### src/rtl/core_pkg.sv
// Shared definitions for the core_seq sequencer: opcodes, FSM states and
// instruction field positions relative to the datapath width.
package core_pkg;

  localparam int OPW  = 4;
  localparam int HDRW = 8;

  localparam logic [OPW-1:0] OP_ADD  = 4'b0000;
  localparam logic [OPW-1:0] OP_SUB  = 4'b0001;
  localparam logic [OPW-1:0] OP_AND  = 4'b0010;
  localparam logic [OPW-1:0] OP_OR   = 4'b0011;
  localparam logic [OPW-1:0] OP_XOR  = 4'b0100;
  localparam logic [OPW-1:0] OP_NOP  = 4'b0101;
  localparam logic [OPW-1:0] OP_LDI  = 4'b1000;
  localparam logic [OPW-1:0] OP_JMP  = 4'b1100;
  localparam logic [OPW-1:0] OP_JZ   = 4'b1101;
  localparam logic [OPW-1:0] OP_HALT = 4'b1111;

  typedef enum logic [2:0] {
    ST_IDLE,
    ST_FETCH,
    ST_DECODE,
    ST_EXEC,
    ST_WB,
    ST_HALT
  } state_t;

  // Instruction is HDRW bits wider than the datapath; opcode sits at the top.
  function automatic int op_lsb(input int dw);
    return dw + HDRW - OPW;
  endfunction

  function automatic int rd_lsb(input int dw);
    return dw;
  endfunction

  function automatic int ra_lsb(input int dw);
    return dw / 2;
  endfunction

  function automatic int rb_lsb(input int dw);
    return (dw > 0) ? 0 : 0;
  endfunction

endpackage

### src/rtl/core_regfile.sv
// NREG x DW register file: one synchronous write port, two combinational
// operand read ports and a combinational debug read port.
module core_regfile #(
  parameter  int DW   = 8,
  parameter  int NREG = 4,
  localparam int RAW  = $clog2(NREG)
) (
  input  logic           clk,
  input  logic           rst_n,
  input  logic           we,
  input  logic [RAW-1:0] waddr,
  input  logic [DW-1:0]  wdata,
  input  logic [RAW-1:0] raddr_a,
  output logic [DW-1:0]  rdata_a,
  input  logic [RAW-1:0] raddr_b,
  output logic [DW-1:0]  rdata_b,
  input  logic [RAW-1:0] dbg_addr,
  output logic [DW-1:0]  dbg_data
);

  logic [DW-1:0] regs [NREG];

  always_ff @(posedge clk or negedge rst_n) begin
    if (!rst_n) begin
      for (int i = 0; i < NREG; i++) regs[i] <= '0;
    end else if (we) begin
      regs[waddr] <= wdata;
    end
  end

  assign rdata_a  = regs[raddr_a];
  assign rdata_b  = regs[raddr_b];
  assign dbg_data = regs[dbg_addr];

endmodule

### src/rtl/core_seq.sv
// Multi-cycle sequencer core: FETCH/DECODE/EXEC/WB loop over a simple
// register-register ALU ISA with immediate load and absolute jumps.
module core_seq
  import core_pkg::*;
#(
  parameter  int DW   = 8,
  parameter  int NREG = 4,
  parameter  int PCW  = 8,
  localparam int RAW  = $clog2(NREG),
  localparam int IW   = DW + HDRW
) (
  input  logic           clk,
  input  logic           rst_n,
  input  logic           start,
  output logic           imem_req,
  output logic [PCW-1:0] imem_addr,
  input  logic           imem_valid,
  input  logic [IW-1:0]  imem_data,
  output logic           busy,
  output logic           halted,
  output logic [PCW-1:0] pc,
  output logic           flag_z,
  output logic           flag_c,
  input  logic [RAW-1:0] dbg_addr,
  output logic [DW-1:0]  dbg_data
);

  localparam int OP_LSB = op_lsb(DW);
  localparam int RD_LSB = rd_lsb(DW);
  localparam int RA_LSB = ra_lsb(DW);
  localparam int RB_LSB = rb_lsb(DW);

  state_t         state;
  logic [IW-1:0]  ir;
  logic [DW-1:0]  op_a, op_b, alu_res;

  logic [OPW-1:0] op;
  logic [RAW-1:0] rd, ra, rb;
  logic [DW-1:0]  imm, rd_a, rd_b;
  logic [PCW-1:0] jmp_tgt;
  logic           unused_ir;

  assign op = ir[OP_LSB +: OPW];
  assign rd = ir[RD_LSB +: RAW];
  assign ra = ir[RA_LSB +: RAW];
  assign rb = ir[RB_LSB +: RAW];
  assign imm = ir[DW-1:0];
  assign unused_ir = ^ir;
  assign imem_addr = pc;

  generate
    if (PCW > DW) begin : g_tgt_ext
      assign jmp_tgt = {{(PCW-DW){1'b0}}, imm};
    end else begin : g_tgt_trunc
      assign jmp_tgt = imm[PCW-1:0];
    end
  endgenerate

  logic [DW:0]   wide;
  logic [DW-1:0] alu_next;
  logic          c_next;
  logic          is_alu;

  always_comb begin
    wide     = '0;
    alu_next = '0;
    c_next   = flag_c;
    is_alu   = 1'b1;
    case (op)
      OP_ADD: begin
        wide     = {1'b0, op_a} + {1'b0, op_b};
        alu_next = wide[DW-1:0];
        c_next   = wide[DW];
      end
      OP_SUB: begin
        wide     = {1'b0, op_a} - {1'b0, op_b};
        alu_next = wide[DW-1:0];
        c_next   = wide[DW];
      end
      OP_AND: begin alu_next = op_a & op_b; c_next = 1'b0; end
      OP_OR:  begin alu_next = op_a | op_b; c_next = 1'b0; end
      OP_XOR: begin alu_next = op_a ^ op_b; c_next = 1'b0; end
      default: is_alu = 1'b0;
    endcase
  end

  logic          wr_en;
  logic [DW-1:0] wr_data;

  assign wr_en   = (state == ST_WB) && (is_alu || op == OP_LDI);
  assign wr_data = (op == OP_LDI) ? imm : alu_res;

  core_regfile #(.DW(DW), .NREG(NREG)) u_regfile (
    .clk      (clk),
    .rst_n    (rst_n),
    .we       (wr_en),
    .waddr    (rd),
    .wdata    (wr_data),
    .raddr_a  (ra),
    .rdata_a  (rd_a),
    .raddr_b  (rb),
    .rdata_b  (rd_b),
    .dbg_addr (dbg_addr),
    .dbg_data (dbg_data)
  );

  // Outputs are registered alongside each state transition.
  always_ff @(posedge clk or negedge rst_n) begin
    if (!rst_n) begin
      state    <= ST_IDLE;
      pc       <= '0;
      ir       <= '0;
      op_a     <= '0;
      op_b     <= '0;
      alu_res  <= '0;
      flag_z   <= 1'b0;
      flag_c   <= 1'b0;
      imem_req <= 1'b0;
      busy     <= 1'b0;
      halted   <= 1'b0;
    end else begin
      case (state)
        ST_IDLE, ST_HALT: begin
          if (start) begin
            state    <= ST_FETCH;
            pc       <= '0;
            imem_req <= 1'b1;
            busy     <= 1'b1;
            halted   <= 1'b0;
          end
        end
        ST_FETCH: begin
          if (imem_valid) begin
            ir       <= imem_data;
            imem_req <= 1'b0;
            state    <= ST_DECODE;
          end
        end
        ST_DECODE: begin
          op_a  <= rd_a;
          op_b  <= rd_b;
          state <= ST_EXEC;
        end
        ST_EXEC: begin
          alu_res <= alu_next;
          if (is_alu) begin
            flag_c <= c_next;
            flag_z <= (alu_next == '0);
          end
          state <= ST_WB;
        end
        ST_WB: begin
          if (op == OP_HALT) begin
            state  <= ST_HALT;
            busy   <= 1'b0;
            halted <= 1'b1;
          end else begin
            if (op == OP_JMP || (op == OP_JZ && flag_z)) pc <= jmp_tgt;
            else pc <= pc + PCW'(1);
            imem_req <= 1'b1;
            state    <= ST_FETCH;
          end
        end
        default: state <= ST_IDLE;
      endcase
    end
  end

endmodule
### config.mk
export PLATFORM = sky130hd
export DESIGN_NAME = core_seq
export DESIGN_NICKNAME = d
export VERILOG_FILES = /design/src/rtl/core_pkg.sv /design/src/rtl/core_regfile.sv /design/src/rtl/core_seq.sv
export SDC_FILE = /design/constraint.sdc
export NUM_CORES = 1
export LEC_CHECK = 0
export CAP_MARGIN = 5
export CORE_ASPECT_RATIO = 1.5
export CORE_MARGIN = 2
export CORE_UTILIZATION = 30
export CTS_CLUSTER_DIAMETER = 150
export CTS_CLUSTER_SIZE = 28
export DETAILED_ROUTE_END_ITERATION = 10
export HOLD_SLACK_MARGIN = 0.15
export PLACE_DENSITY_LB_ADDON = 0.08
export SYNTH_ARGS = -nofsm -noshare
export SYNTH_HDL_FRONTEND = slang
export SYNTH_HIERARCHICAL = 1
export SYNTH_SLANG_ARGS = --single-unit
### constraint.sdc
create_clock -name clk -period 2.87 [get_ports clk]
set_input_delay 0.4305 -clock clk [delete_from_list [all_inputs] [get_ports clk]]
set_output_delay 0.4305 -clock clk [all_outputs]
set_load 0.005 [all_outputs]
### Word level (Yosys, flattened, before mapping)

Cells that the tools add are included.

| operators by class | value |
|---|---|
| $add $sub $neg | 3 |
| multiply operators | 0 |
| div/mod/pow operators | 0 |
| $lt $le $gt $ge | 5 |
| equal/unequal tests | 17 |
| shifts and indexed selects | 0 |
| multiplexer cells | 33 |
| bitwise gates (word level) | 7 |
| reductions and logical operators | 21 |

Operators with widths:

| cell | number |
|---|---|
| $mux 8 | 11 |
| $bmux 8 s2 | 3 |
| $pmux 8 s5 | 1 |
| $bwmux 32 | 1 |
| $demux 8 s2 | 1 |
| $eq 4x4->1 const B | 4 |
| $pmux 8 s2 | 1 |
| $pmux 3 s5 | 1 |
| $ge 3x3->1 const B | 4 |
| $not 2->3 | 4 |
| $add 8x8->9 | 1 |
| $mux 3 | 3 |
| $reduce_and 3->1 | 3 |
| $sub 8x8->9 | 1 |
| $add 8x1->8 const B | 1 |
| $and 8x8->8 | 1 |
| $eq 4x2->1 const B | 2 |
| $logic_not 8->1 | 1 |
| $or 8x8->8 | 1 |
| $xor 8x8->8 | 1 |
| $mux 1 | 7 |
| $eq 3x2->1 const B | 2 |
| $eq 3x3->1 const B | 2 |
| $ne 2x2->1 const B | 3 |
| 18 further kinds | 26 |

| storage, ports and cells | value |
|---|---|
| register bits after elaboration | 88 |
| bits in latches | 0 |
| RAM bits | 0 |
| memory bits (read-only) | 0 |
| input port bits | 22 |
| word-level logic and storage cells | 101 |
| memories kept | 0 |

### Depth between registers and ports, before layout

| logic depth | value |
|---|---|
| depth after elaboration | 6 |
| mapped depth | 10 |
| depth with buffers taken out | 10 |

### Hierarchy

Netlist, hierarchy kept.

Modules (own cells, without submodules):

| module | instances | cells an instance | area each (um^2) |
|---|---|---|---|
| core_seq | 1 | 426 | 3802.4 |
| core_regfile | 1 | 98 | 1779.2 |

### Worst setup path after synthesis

No wires, ideal clock.

| path | value |
|---|---|
| path type | register to register |
| from | register op_a[1] |
| to | register alu_res[5] |
| library setup time | 125 ps |
| arrival | 2258 ps |
| slack | 488 ps |
| stages on the path, launching flop included | 9 |
| path buffers | 0 |
| cells stage by stage | dfrtp_1 inv_1 ha_1 o21ba_1 a2111oi_4 a211oi_2 mux2i_1 a311o_1 mux2_2 |

| between the ends | value |
|---|---|
| longest elaborated chain between the ends | 2 |
| elaborated cells between the ends (all ways) | 3 |

Ends and longest elaborated chain:

| item | RTL line | text |
|---|---|---|
| from (decl) | core_seq.sv:35 | `logic [DW-1:0] op_a, op_b, alu_res;` |
| from (signal assigned) | core_seq.sv:140 | `op_a <= rd_a;` |
| $sub 8x8->9 / $add 8x8->9 (equally long branches) | core_seq.sv:76, core_seq.sv:71 |  |
| $pmux 8 s5 (*) | core_seq.sv:69 | `case (op)` |
| to (signal assigned) | core_seq.sv:145 | `alu_res <= alu_next;` |
| to (decl) | core_seq.sv:35 |  |

Every way passes the cells marked *; elsewhere a longest branch is shown, timed or not.
A chain may end at the register's enable or synchronous reset.

### Worst setup path in the final report

| path | value |
|---|---|
| from | register op_a[2] |
| to | register flag_z |

| between the ends | value |
|---|---|
| longest elaborated chain between the ends | 3 |
| elaborated cells between the ends (all ways) | 7 |

Ends and longest elaborated chain:

| item | RTL line | text |
|---|---|---|
| $sub 8x8->9 (tied with other cells) | core_seq.sv:76 | `wide = {1'b0, op_a} - {1'b0, op_b};` |
| $pmux 8 s5 (*) | core_seq.sv:69 |  |
| $logic_not 8->1 (*) | core_seq.sv:148 | `flag_z <= (alu_next == '0);` |
| to (signal assigned) | core_seq.sv:148 |  |
| to (decl) | core_seq.sv:22 | `output logic flag_z,` |

Marked as above.

==> results.tsv <==
metric	value	unit
routedWlPerCell	18.2	um
status	finished clean	
power_density	1020	nW/um^2
routed_wl	14.9	mm
syn_area_per_cell	10.7	um^2
clk_pin_slew	0.06	ns
timing.fmax	377	MHz
clock_sinks	86	
place_hpwl	11.1	mm
period_share	0.925	
slew_headroom	0.494	
grt_overflow	0	
synth_edf_count	0	
syn-instance-count	524	
maxSlewViolCount	0	
fin_nets	614	
synth_top_cell_area_share	0.386	
num-fill-cells	1820	
worstPathCellList	inv_1 -> ha_1 -> nand2b_1 -> a21oi_1 -> o22ai_1 -> o32ai_1 -> nand4b_1 -> o41ai_2	
vdd_drop_max	0.000415	V
htree_levels	3	
grt_start_max_net_pins	87	
firstDrtPassIters	4	
tightest_slew	0.759	ns
setup.worst_path.start_class	register	
worst_setup_path_end_kind	register	
grt_pass1_wl	24.0	mm
start_util	0.303	
die_y	171	um
synthesis.area	5580	um^2
cts-resized-gates	0	
layout_min_cycle_time	2.66	ns
drc	0	
antenna_found_initial	0	
drive_above_1_share	0.234	
timing.hold.ws	0.498	ns
ys_seq_elements	86	
core_area	18400	um^2
seq_area_frac_synth	0.386	
min_path_type	register to register	
worst_path_max_delay_cell	o32ai_1	
die_w	115	um
skew	0.0111	ns
die-area	19700	um^2
io_pins	51	
ant_nets	0	
grt_pass1_vias	4279	
synth.net_count	574	
cp_top_family	compound AO/OA/AOI/OAI gates	
clockRootBuffer	clkbuf_16	
power.leakage	0.00275	uW
finalHoldViolCount	0	
gp_congestion	0.885	
yosys.area.top_type	dfrtp_1	
postCtsHoldBufs	1	
clk_latency	0.34	ns
synth_top_flop_cell	dfrtp_1	
cts_buffers	9	
crit_type	register to register	
port-buffer-count	48	
path_buf_inv	1	
finalSetupViolCount	0	
worstPathMaxFanout	9	
max_cap_violations	0	
tns	0	ns
cpPeakStageDelay	0.44	ns
drtIter0Drc	153	
area_growth	18.7	%
rsz0062_at_grt	no	
ys_async_sr_fraction	1.00	
track_usage	0.159	
yosysWarnings	6	
worst_ep_arrival_time	2.89	ns
synth_cell_types	71	
cts_tree	yes	
diodes	0	
cts_setup_buffers	0	
synth_area_leaders	dfrtp_1 39%, mux2_2 11%, mux4_2 9.7%	
vias	4121	
post_drt_via_cell_ratio	5.02	
clockBufferDepth	2	
rows	61	
cp_data_required_time	3.10	ns
-- cells in the mapped netlist, types with 7 or more instances --
cell type and n:
buf_4 11, inv_1 35, dfrtp_1 86, a21oi_1 22
nor3_1 13, nand2_1 44, buf_2 11, nor2b_1 7
mux4_2 24, o21ai_0 41, mux2_2 57, ha_1 26
nor2_1 24, clkbuf_1 11
-- power by group --
group          switching, uW  total (uW)  internal [uW]
clock                    513        1130            615
sequential               636        2270           1630
combinational           1700        3390           1680
-- logic make-up (layout without fill, tap and decap cells) --
kind of cell | Yosys count | after routing | synth area share
DFF | 86 | 86 | 0.386
xor gates and xnor gates | 1 | 1 | 0.00157
buffers and inverters | 72 | 117 | 0.0583
and+or+nand+nor | 136 | 136 | 0.129
muxes | 86 | 86 | 0.221
AOI/OAI and AO/OA | 115 | 115 | 0.139
adders and majority gates | 28 | 28 | 0.0655
-- layout by cell type, fill, tap and decap left out, types with 3 or more instances in the layout --
cell | Yosys | routed
or2_2 | 4 | 4
o221ai_1 | 3 | 3
nand2_1 | 44 | 44
a21oi_1 | 22 | 22
a21o_1 | 3 | 3
a22oi_1 | 5 | 5
mux4_2 | 24 | 24
clkinvlp_4 | 0 | 3
a31oi_1 | 3 | 3
nor3_1 | 13 | 13
o21ai_0 | 41 | 41
nand2b_1 | 6 | 6
and2_1 | 4 | 4
dfrtp_1 | 86 | 86
nor2_1 | 24 | 24
o22ai_1 | 4 | 4
ha_1 | 26 | 26
nand3_1 | 6 | 6
clkdlybuf4s50_1 | 0 | 47
mux2i_1 | 5 | 5
buf_4 | 11 | 16
nor2b_1 | 7 | 7
inv_1 | 35 | 35
o32ai_1 | 4 | 4
clkbuf_16 | 0 | 9
mux2_2 | 57 | 57
nor3b_1 | 5 | 5
and3_1 | 3 | 3
-- per-stage QoR --
| step | instances | cell area [um^2] | setup WS [ns] | utilization | total power [uW] |
|---|---|---|---|---|---|
| final | 821 | 6630 | 0.214 | 0.360 | 6780 |
| after global routing | 821 | 6630 | 0.113 | 0.360 | 7310 |
| after CTS | 821 | 6630 | 0.258 | 0.360 | 6860 |
| after detailed placement | 804 | 6330 | 0.272 | 0.344 | 5700 |
| after global placement | 804 | 6330 | 0.263 | 0.344 | 5670 |
| after floorplan | 524 | 5580 | 0.488 | - | 4580 |
-- worst paths after layout --
check	startpoint	endpoint	slack (ns)	cells after the start
max	op_a[2]	flag_z	0.21	8
min	alu_res[2]	alu_res[2]	0.50	2
max reg2reg	op_a[2]	flag_z	0.21	8
min reg2reg	alu_res[2]	alu_res[2]	0.50	2
max in group asynchronous	rst_n	u_regfile/regs[25]	1.81	3
min in group asynchronous	rst_n	busy	0.65	3
-- worst reg2reg max path, cell delays in order, from the launching register on --
cell and delay (ns):
dfrtp_1 0.37, inv_1 0.07, ha_1 0.41, nand2b_1 0.24, a21oi_1 0.30, o22ai_1 0.15, o32ai_1 0.44, nand4b_1 0.30
o41ai_2 0.27
-- state kept, by name (all words and copies together) (netlist names) --
name / count
u_regfile/regs: 32
ir: 14
alu_res: 8
imem_addr: 8
op_a: 8
op_b: 8
state: 3
busy: 1
flag_c: 1
flag_z: 1
halted: 1
imem_req: 1
-- metal layers --
| metal | wire length, um | share of wire | GRT usage |
|---|---|---|---|
| met1 | 6440 | 0.43 | 0.200 |
| met2 | 7760 | 0.52 | 0.278 |
| met3 | 389 | 0.026 | 0.0209 |
| met4 | 355 | 0.024 | 0.0508 |
| met5 | 0 | 0 | 0 |
-- layout make-up --
type	instances	area, um^2	area share
inverters	35	131	0.0198
multi-input cells	366	3100	0.468
well taps	252	315	0.0476
flip-flops and latches	86	2150	0.325
clock inverters	6	45.0	0.00680
repair buffers	66	641	0.0967
clock buffers	10	239	0.0361
No activity file was read; power rests on OpenSTA's default activity.
